==> src/rtl/jpeg_pkg.sv <==
// Shared JPEG scan-scheduling definitions.
//   MAX_COMP           : maximum components per frame
//   BLOCK_DIM          : edge length of a DCT block in pixels
//   MAX_BLOCKS_PER_MCU : upper bound on sum(H*V) over the components of an MCU
//   comp_cfg_t         : captured per-component sampling factors and quant table id
//   sched_state_e      : block scheduler states
package jpeg_pkg;

  localparam int unsigned MAX_COMP           = 3;
  localparam int unsigned BLOCK_DIM          = 8;
  localparam int unsigned MAX_BLOCKS_PER_MCU = 10;

  typedef struct packed {
    logic [3:0] h;
    logic [3:0] v;
    logic [1:0] qt;
  } comp_cfg_t;

  typedef enum logic [1:0] {
    S_IDLE  = 2'd0,
    S_CHECK = 2'd1,
    S_CALC  = 2'd2,
    S_ISSUE = 2'd3
  } sched_state_e;

endpackage

==> src/rtl/mcu_geometry.sv <==
// MCU grid size from captured frame dimensions.
//   clk, rst_n      : clock, synchronous active-low reset
//   load            : register a new grid size (scheduler CALC cycle)
//   h_two, v_two    : per used component, horizontal/vertical factor is 2
//   width, height   : frame size in pixels
//   mcus_x, mcus_y  : MCU columns / rows, registered
module mcu_geometry #(
  parameter int unsigned MAX_COMP = 3,
  parameter int unsigned DIM_W    = 16
) (
  input  logic                clk,
  input  logic                rst_n,
  input  logic                load,
  input  logic [MAX_COMP-1:0] h_two,
  input  logic [MAX_COMP-1:0] v_two,
  input  logic [DIM_W-1:0]    width,
  input  logic [DIM_W-1:0]    height,
  output logic [DIM_W-1:0]    mcus_x,
  output logic [DIM_W-1:0]    mcus_y
);
  import jpeg_pkg::*;

  localparam int unsigned SHIFT = $clog2(BLOCK_DIM);

  logic           hmax_two;
  logic           vmax_two;
  logic [DIM_W:0] span_x;
  logic [DIM_W:0] span_y;

  // One extra bit so that width + 8*Hmax - 1 cannot wrap at full-scale width.
  always_comb begin
    hmax_two = |h_two;
    vmax_two = |v_two;
    span_x   = {1'b0, width}  + (DIM_W+1)'(hmax_two ? 2*BLOCK_DIM-1 : BLOCK_DIM-1);
    span_y   = {1'b0, height} + (DIM_W+1)'(vmax_two ? 2*BLOCK_DIM-1 : BLOCK_DIM-1);
  end

  always_ff @(posedge clk) begin
    if (!rst_n) begin
      mcus_x <= '0;
      mcus_y <= '0;
    end else if (load) begin
      mcus_x <= DIM_W'(span_x >> (hmax_two ? SHIFT + 1 : SHIFT));
      mcus_y <= DIM_W'(span_y >> (vmax_two ? SHIFT + 1 : SHIFT));
    end
  end

endmodule

==> src/rtl/mcu_scheduler.sv <==
// Baseline JPEG block scheduler: validates a frame configuration on start,
// derives the MCU grid and issues one descriptor per 8x8 block in
// interleaved order over a valid/ready handshake.
//   clk, rst_n              : clock, synchronous active-low reset
//   start                   : begin a frame (IDLE only)
//   sof_components          : component count
//   img_height, img_width   : frame size in pixels
//   comp_samp               : per-component sampling byte, H in [7:4], V in [3:0]
//   comp_qt                 : per-component quant table id
//   busy, cfg_err, done     : status / one-cycle pulses
//   blk_valid, blk_ready    : descriptor handshake
//   blk_comp, blk_qt        : component and quant table of the block
//   blk_last_in_mcu, blk_last : end of MCU / end of frame markers
//   mcu_x, mcu_y            : MCU coordinates of the block
module mcu_scheduler #(
  parameter int unsigned MAX_COMP = jpeg_pkg::MAX_COMP,
  parameter int unsigned DIM_W    = 16
) (
  input  logic                  clk,
  input  logic                  rst_n,
  input  logic                  start,
  input  logic [2:0]            sof_components,
  input  logic [DIM_W-1:0]      img_height,
  input  logic [DIM_W-1:0]      img_width,
  input  logic [8*MAX_COMP-1:0] comp_samp,
  input  logic [2*MAX_COMP-1:0] comp_qt,
  output logic                  busy,
  output logic                  cfg_err,
  output logic                  done,
  output logic                  blk_valid,
  input  logic                  blk_ready,
  output logic [1:0]            blk_comp,
  output logic [1:0]            blk_qt,
  output logic                  blk_last_in_mcu,
  output logic                  blk_last,
  output logic [DIM_W-1:0]      mcu_x,
  output logic [DIM_W-1:0]      mcu_y
);
  import jpeg_pkg::*;

  sched_state_e state, next_state;

  comp_cfg_t        cfg [MAX_COMP];
  logic [2:0]       ncomp;
  logic [DIM_W-1:0] width_q;
  logic [DIM_W-1:0] height_q;

  logic [DIM_W-1:0]    mcus_x;
  logic [DIM_W-1:0]    mcus_y;
  logic [MAX_COMP-1:0] used;
  logic [MAX_COMP-1:0] h_two;
  logic [MAX_COMP-1:0] v_two;
  logic [9:0]          blk_sum;
  logic                cfg_ok;

  logic [1:0] comp_idx;
  logic       h_idx;
  logic       v_idx;
  logic       last_h, last_v, last_c, last_x, last_y, mcu_end;
  logic       xfer;

  // Validation and effective sampling factors. A single-component scan is
  // non-interleaved, so its factors are treated as 1x1 once validated.
  always_comb begin
    used    = '0;
    h_two   = '0;
    v_two   = '0;
    blk_sum = '0;
    cfg_ok  = (ncomp != 3'd0) && (32'(ncomp) <= MAX_COMP) &&
              (width_q != '0) && (height_q != '0);
    for (int unsigned c = 0; c < MAX_COMP; c++) begin
      used[c]  = c < 32'(ncomp);
      h_two[c] = used[c] && (ncomp != 3'd1) && (cfg[c].h == 4'd2);
      v_two[c] = used[c] && (ncomp != 3'd1) && (cfg[c].v == 4'd2);
      if (used[c]) begin
        if (!(cfg[c].h inside {4'd1, 4'd2}) || !(cfg[c].v inside {4'd1, 4'd2}))
          cfg_ok = 1'b0;
        blk_sum = blk_sum + 10'(cfg[c].h) * 10'(cfg[c].v);
      end
    end
    if (blk_sum > 10'(MAX_BLOCKS_PER_MCU))
      cfg_ok = 1'b0;
  end

  always_comb begin
    last_h  = (h_idx == h_two[comp_idx]);
    last_v  = (v_idx == v_two[comp_idx]);
    last_c  = ({1'b0, comp_idx} == ncomp - 3'd1);
    last_x  = (mcu_x == mcus_x - DIM_W'(1));
    last_y  = (mcu_y == mcus_y - DIM_W'(1));
    mcu_end = last_h && last_v && last_c;
  end

  mcu_geometry #(
    .MAX_COMP (MAX_COMP),
    .DIM_W    (DIM_W)
  ) u_geometry (
    .clk    (clk),
    .rst_n  (rst_n),
    .load   (state == S_CALC),
    .h_two  (h_two),
    .v_two  (v_two),
    .width  (width_q),
    .height (height_q),
    .mcus_x (mcus_x),
    .mcus_y (mcus_y)
  );

  always_ff @(posedge clk) begin
    if (!rst_n) state <= S_IDLE;
    else        state <= next_state;
  end

  always_comb begin
    next_state      = state;
    busy            = (state != S_IDLE);
    blk_valid       = 1'b0;
    blk_comp        = comp_idx;
    blk_qt          = cfg[comp_idx].qt;
    case (state)
      S_IDLE:  if (start) next_state = S_CHECK;
      S_CHECK: next_state = cfg_ok ? S_CALC : S_IDLE;
      S_CALC:  next_state = S_ISSUE;
      S_ISSUE: begin
        blk_valid = 1'b1;
        if (blk_ready && mcu_end && last_x && last_y) next_state = S_IDLE;
      end
      default: next_state = S_IDLE;
    endcase
    xfer            = blk_valid && blk_ready;
    blk_last_in_mcu = blk_valid && mcu_end;
    blk_last        = blk_last_in_mcu && last_x && last_y;
  end

  always_ff @(posedge clk) begin
    if (!rst_n) begin
      cfg_err <= 1'b0;
      done    <= 1'b0;
    end else begin
      cfg_err <= (state == S_CHECK) && !cfg_ok;
      done    <= xfer && blk_last;
    end
  end

  always_ff @(posedge clk) begin
    if (!rst_n) begin
      ncomp    <= '0;
      width_q  <= '0;
      height_q <= '0;
      for (int unsigned c = 0; c < MAX_COMP; c++) cfg[c] <= '0;
    end else if (state == S_IDLE && start) begin
      ncomp    <= sof_components;
      width_q  <= img_width;
      height_q <= img_height;
      for (int unsigned c = 0; c < MAX_COMP; c++) begin
        cfg[c].h  <= comp_samp[8*c+4 +: 4];
        cfg[c].v  <= comp_samp[8*c   +: 4];
        cfg[c].qt <= comp_qt[2*c +: 2];
      end
    end
  end

  // Block position walks h, then v, then component, then MCU raster order.
  always_ff @(posedge clk) begin
    if (!rst_n) begin
      comp_idx <= '0;
      h_idx    <= 1'b0;
      v_idx    <= 1'b0;
      mcu_x    <= '0;
      mcu_y    <= '0;
    end else if (state == S_IDLE && start) begin
      comp_idx <= '0;
      h_idx    <= 1'b0;
      v_idx    <= 1'b0;
      mcu_x    <= '0;
      mcu_y    <= '0;
    end else if (xfer) begin
      if (!last_h) begin
        h_idx <= 1'b1;
      end else begin
        h_idx <= 1'b0;
        if (!last_v) begin
          v_idx <= 1'b1;
        end else begin
          v_idx <= 1'b0;
          if (!last_c) begin
            comp_idx <= comp_idx + 2'd1;
          end else begin
            comp_idx <= '0;
            if (last_x) begin
              mcu_x <= '0;
              mcu_y <= last_y ? '0 : mcu_y + DIM_W'(1);
            end else begin
              mcu_x <= mcu_x + DIM_W'(1);
            end
          end
        end
      end
    end
  end

endmodule

==> config.mk <==
export PLATFORM = sky130hd
export DESIGN_NAME = mcu_scheduler
export DESIGN_NICKNAME = d
export VERILOG_FILES = /design/src/rtl/jpeg_pkg.sv /design/src/rtl/mcu_geometry.sv /design/src/rtl/mcu_scheduler.sv
export SDC_FILE = /design/constraint.sdc
export NUM_CORES = 1
export LEC_CHECK = 0
export ABC_CLOCK_PERIOD_IN_PS = 10900
export CAP_MARGIN = 20
export CORE_ASPECT_RATIO = 0.75
export CORE_MARGIN = 2
export CORE_UTILIZATION = 30
export DETAILED_ROUTE_END_ITERATION = 8
export PLACE_DENSITY = 0.5
export SLEW_MARGIN = 20
export SYNTH_ARGS = -nofsm -noshare
export SYNTH_HDL_FRONTEND = slang
export SYNTH_SLANG_ARGS = --single-unit
export TNS_END_PERCENT = 10
==> constraint.sdc <==
create_clock -name clk -period 10.9 [get_ports clk]
set_clock_uncertainty 0.2 [all_clocks]
set_input_delay 2.18 -clock clk [delete_from_list [all_inputs] [get_ports clk]]
set_output_delay 2.18 -clock clk [all_outputs]
set_load 0.02 [all_outputs]
==> metrics.md <==
| Metric | Value |
|---|---|
| GP Congestion | `between 0.8 and 0.9` |
| Total GRT Usage | `between 10% and 20%` |
| Synth top area share | `21.8%` |
| Fin crit period | `6880 ps` |
| Top Usage Layer GRT | `met1` |
| Commonest non-fill, non-tap cell in the layout | `clkdlybuf4s50_1` |
| CP startpoint kind | `flip-flop` |
| Core area | `32700 sq um` |
| Overall die width | `about 220 um` |
| Fin. max-slew vios | `0` |
| Reg clk slew, reported paths | `70 ps` |
| Initial core utilization | `~31%` |
| Final Hold Viols | `0` |
| Area Overhead vs Synth | `20.3%` |
| Grt met1 use | `25.8%` |
| Clk buf depth | `2` |
| CTS Sinks | `between 100 and 150` |
| Clock Tree Root | `clkbuf_16` |
| Leak Pwr | `about 0.0048 uW` |
| Total power | `1390 uW` |
| Critical path required time | `11030 ps` |
| CP Max Fanout | `6` |
| Post-CTS setup buffer count | `0` |
| Crit share post-route | `63.2%` |
| Sequential fraction of the synthesis area | `30.8%` |
| Fin Hold WS | `~300 ps` |
| Total negative slack | `0 ps` |
| Yosys warns | `0` |
| First-pass GRT wire length | `45.7 mm` |
| Worst vdd ir | `~90 uV` |
| Iter 0 DRT Violations | `650` |
| Number of synthesized flops with an enable pin | `30` |
| Commonest non-fill, non-tap cells in the layout | `110 x clkdlybuf4s50_1, 109 x dfxtp_1, 100 x nor2_1` |
| Global route overflow | `0` |
| Routed vias | `8663` |
| RSZ-0062 raised after global routing | `no` |
| Vert. Die Dim | `approximately 160 um` |
| Antenna viol nets, final | `0` |
| Residual DRC count | `0` |
| # rows | `57` |
| Ys flop type | `dfxtp_1` |
| Post-synthesis register bit count | `139` |
| Syn nets | `1326` |
| Asr flop ratio synth | `0%` |
| Initial antenna violation count | `0` |
| Cts hold-fix bufs | `0` |
| F_max | `145 MHz` |
| Slew headroom | `between 30 and 40%` |
| Critical path data arrival time | `7010 ps` |
| Mapped cell area | `10000 sq um` |
| CTS tree | `built` |
| Critical path class | `reg -> reg` |
| Status | `finished clean` |
| Ant. Diodes | `0` |
| Io pins | `about 110` |
| CTS buffer count | `17` |
| Synth area leader | `dfxtp_1` |
| Layout Nets | `1398` |
| Layout cells sized above 1 | `5.38%` |
| Met3 usage | `under 10%` |
| Average size of a mapped cell | `8.51 sq um` |
| Leading post-synthesis cells by cell area | `dfxtp_1 22%, edfxtp_1 9.0%, ha_1 7.1%` |
| Number of global-route vias before repair | `8272` |
| Clock latency on the worst-skew pair | `440 ps` |
| Drt total wl | `27.7 mm` |
| Tightest Pin Transition | `950 ps` |
| Final setup violation count | `0` |
| Via density | `5.08` |
| Power density cells | `115 nW/um^2` |
| Buffers added on ports | `110` |
| Synthesized instance count | `1178` |
| DR WL/cell | `16.2 um` |
| FILL cells | `~3400` |
| Post-DP HPWL | `21.0 mm` |
| Unique masters post-synth | `just under 80` |
| Critical Path End Type | `flip-flop` |
| Depth of the CTS H-tree | `4` |
| Largest net degree at the start of global routing | `66` |
| Die Area | `between 30000 and 40000 sq um` |
| Post-CTS Resized | `0` |
| DR pass1 iterations | `5` |
| Met2 GRT Util | `23.1%` |
| Max Cap Viol | `0` |
| Hold WC Path Type | `reg -> reg` |
worst max-delay path, cell delays in order, from the launching register on:
cell      delay (ps)
edfxtp_1         430
nand2_1          110
fa_1             540
inv_1             50
fa_1             570
inv_1             70
fa_1             450
xor2_1           160
nor2_1           160
fa_1             450
ha_1             360
or2_2            320
o21ai_0          100
xor2_1            90
o32a_1           210
fa_1             480
inv_1             40
ha_1             300
o21ai_0           80
a21oi_1          260
o311ai_0         160
o41ai_1           90
a211oi_1         120
or4_1            480
a2111o_1         360
nor2b_1          130
cell usage after synthesis, types with 15 or more instances:
cell type,n
a21oi_1,46
nand2b_1,15
fa_1,22
nor2_1,101
clkbuf_1,50
o21ai_0,39
ha_1,57
dfxtp_1,109
nor3_1,27
nand4_1,26
nand2_1,86
a22o_1,31
xor2_1,53
nor4_1,24
edfxtp_1,30
and3_1,30
xnor2_1,40
inv_1,66
and2_1,71
nand3_1,35
layer usage:
layer / vias up / part of all wire [%]
met5: - / 0
met4: 0 / 0.86
met3: 16 / 4.3
met2: 201 / 40
met1: 4072 / 55
li1: 4374 / -
state kept, by name, summed over array words and instances (netlist names), named ones only:
register,cells
cfg,30
height_q,16
mcu_x,16
mcu_y,16
u_geometry.mcus_x,16
u_geometry.mcus_y,16
width_q,16
ncomp,3
blk_comp,2
cfg_err,1
done,1
h_idx,1
state,1
v_idx,1
metrics by stage:
stage	util [%]	instance area, sq um	instances	setup WS (ps)
2_1_floorplan	-	10000	1178	4430
3_3_place_gp	35.1	11500	1673	4130
3_5_place_dp	35.1	11500	1673	4050
4_1_cts	36.9	12100	1705	4020
5_1_grt	36.9	12100	1705	3500
6_report	36.9	12100	1705	4020
final timing paths:
| path | start | to | slack [ps] | cells after the start |
|---|---|---|---|---|
| worst max register to register | cfg[0][6] | cfg_err | 4020 | 25 |
| worst max-delay path | cfg[0][6] | cfg_err | 4020 | 25 |
| worst min register to register | u_geometry.mcus_y[13] | u_geometry.mcus_y[13] | 300 | 2 |
| worst min-delay path | u_geometry.mcus_y[13] | u_geometry.mcus_y[13] | 300 | 2 |
layout make-up:
cell class / instances / area (sq um) / area share (%)
Multi-Input combinational cell: 909 / 6430 / 53.4
Clock inverter: 15 / 161 / 1.34
Clock buffer: 17 / 425 / 3.53
Sequential cell: 139 / 3080 / 25.6
Inverter: 66 / 248 / 2.05
Tap cell: 442 / 553 / 4.59
Timing Repair Buffer: 117 / 1150 / 9.57
report_power, final:
part,switching (uW),internal (uW)
Combinational,120,100
Sequential,30.1,547
Clock,265,327
Total,415,973
logic make-up after synthesis:
group / share of synthesized area (%)
AOI/OAI and AO/OA: 17.0
xor gates and xnor gates: 8.35
adders and majority gates: 11.5
buffers and inverters: 5.11
DFF: 30.8
muxes: 1.85
and+or+nand+nor: 25.4
(Power assumes the default switching activity.)
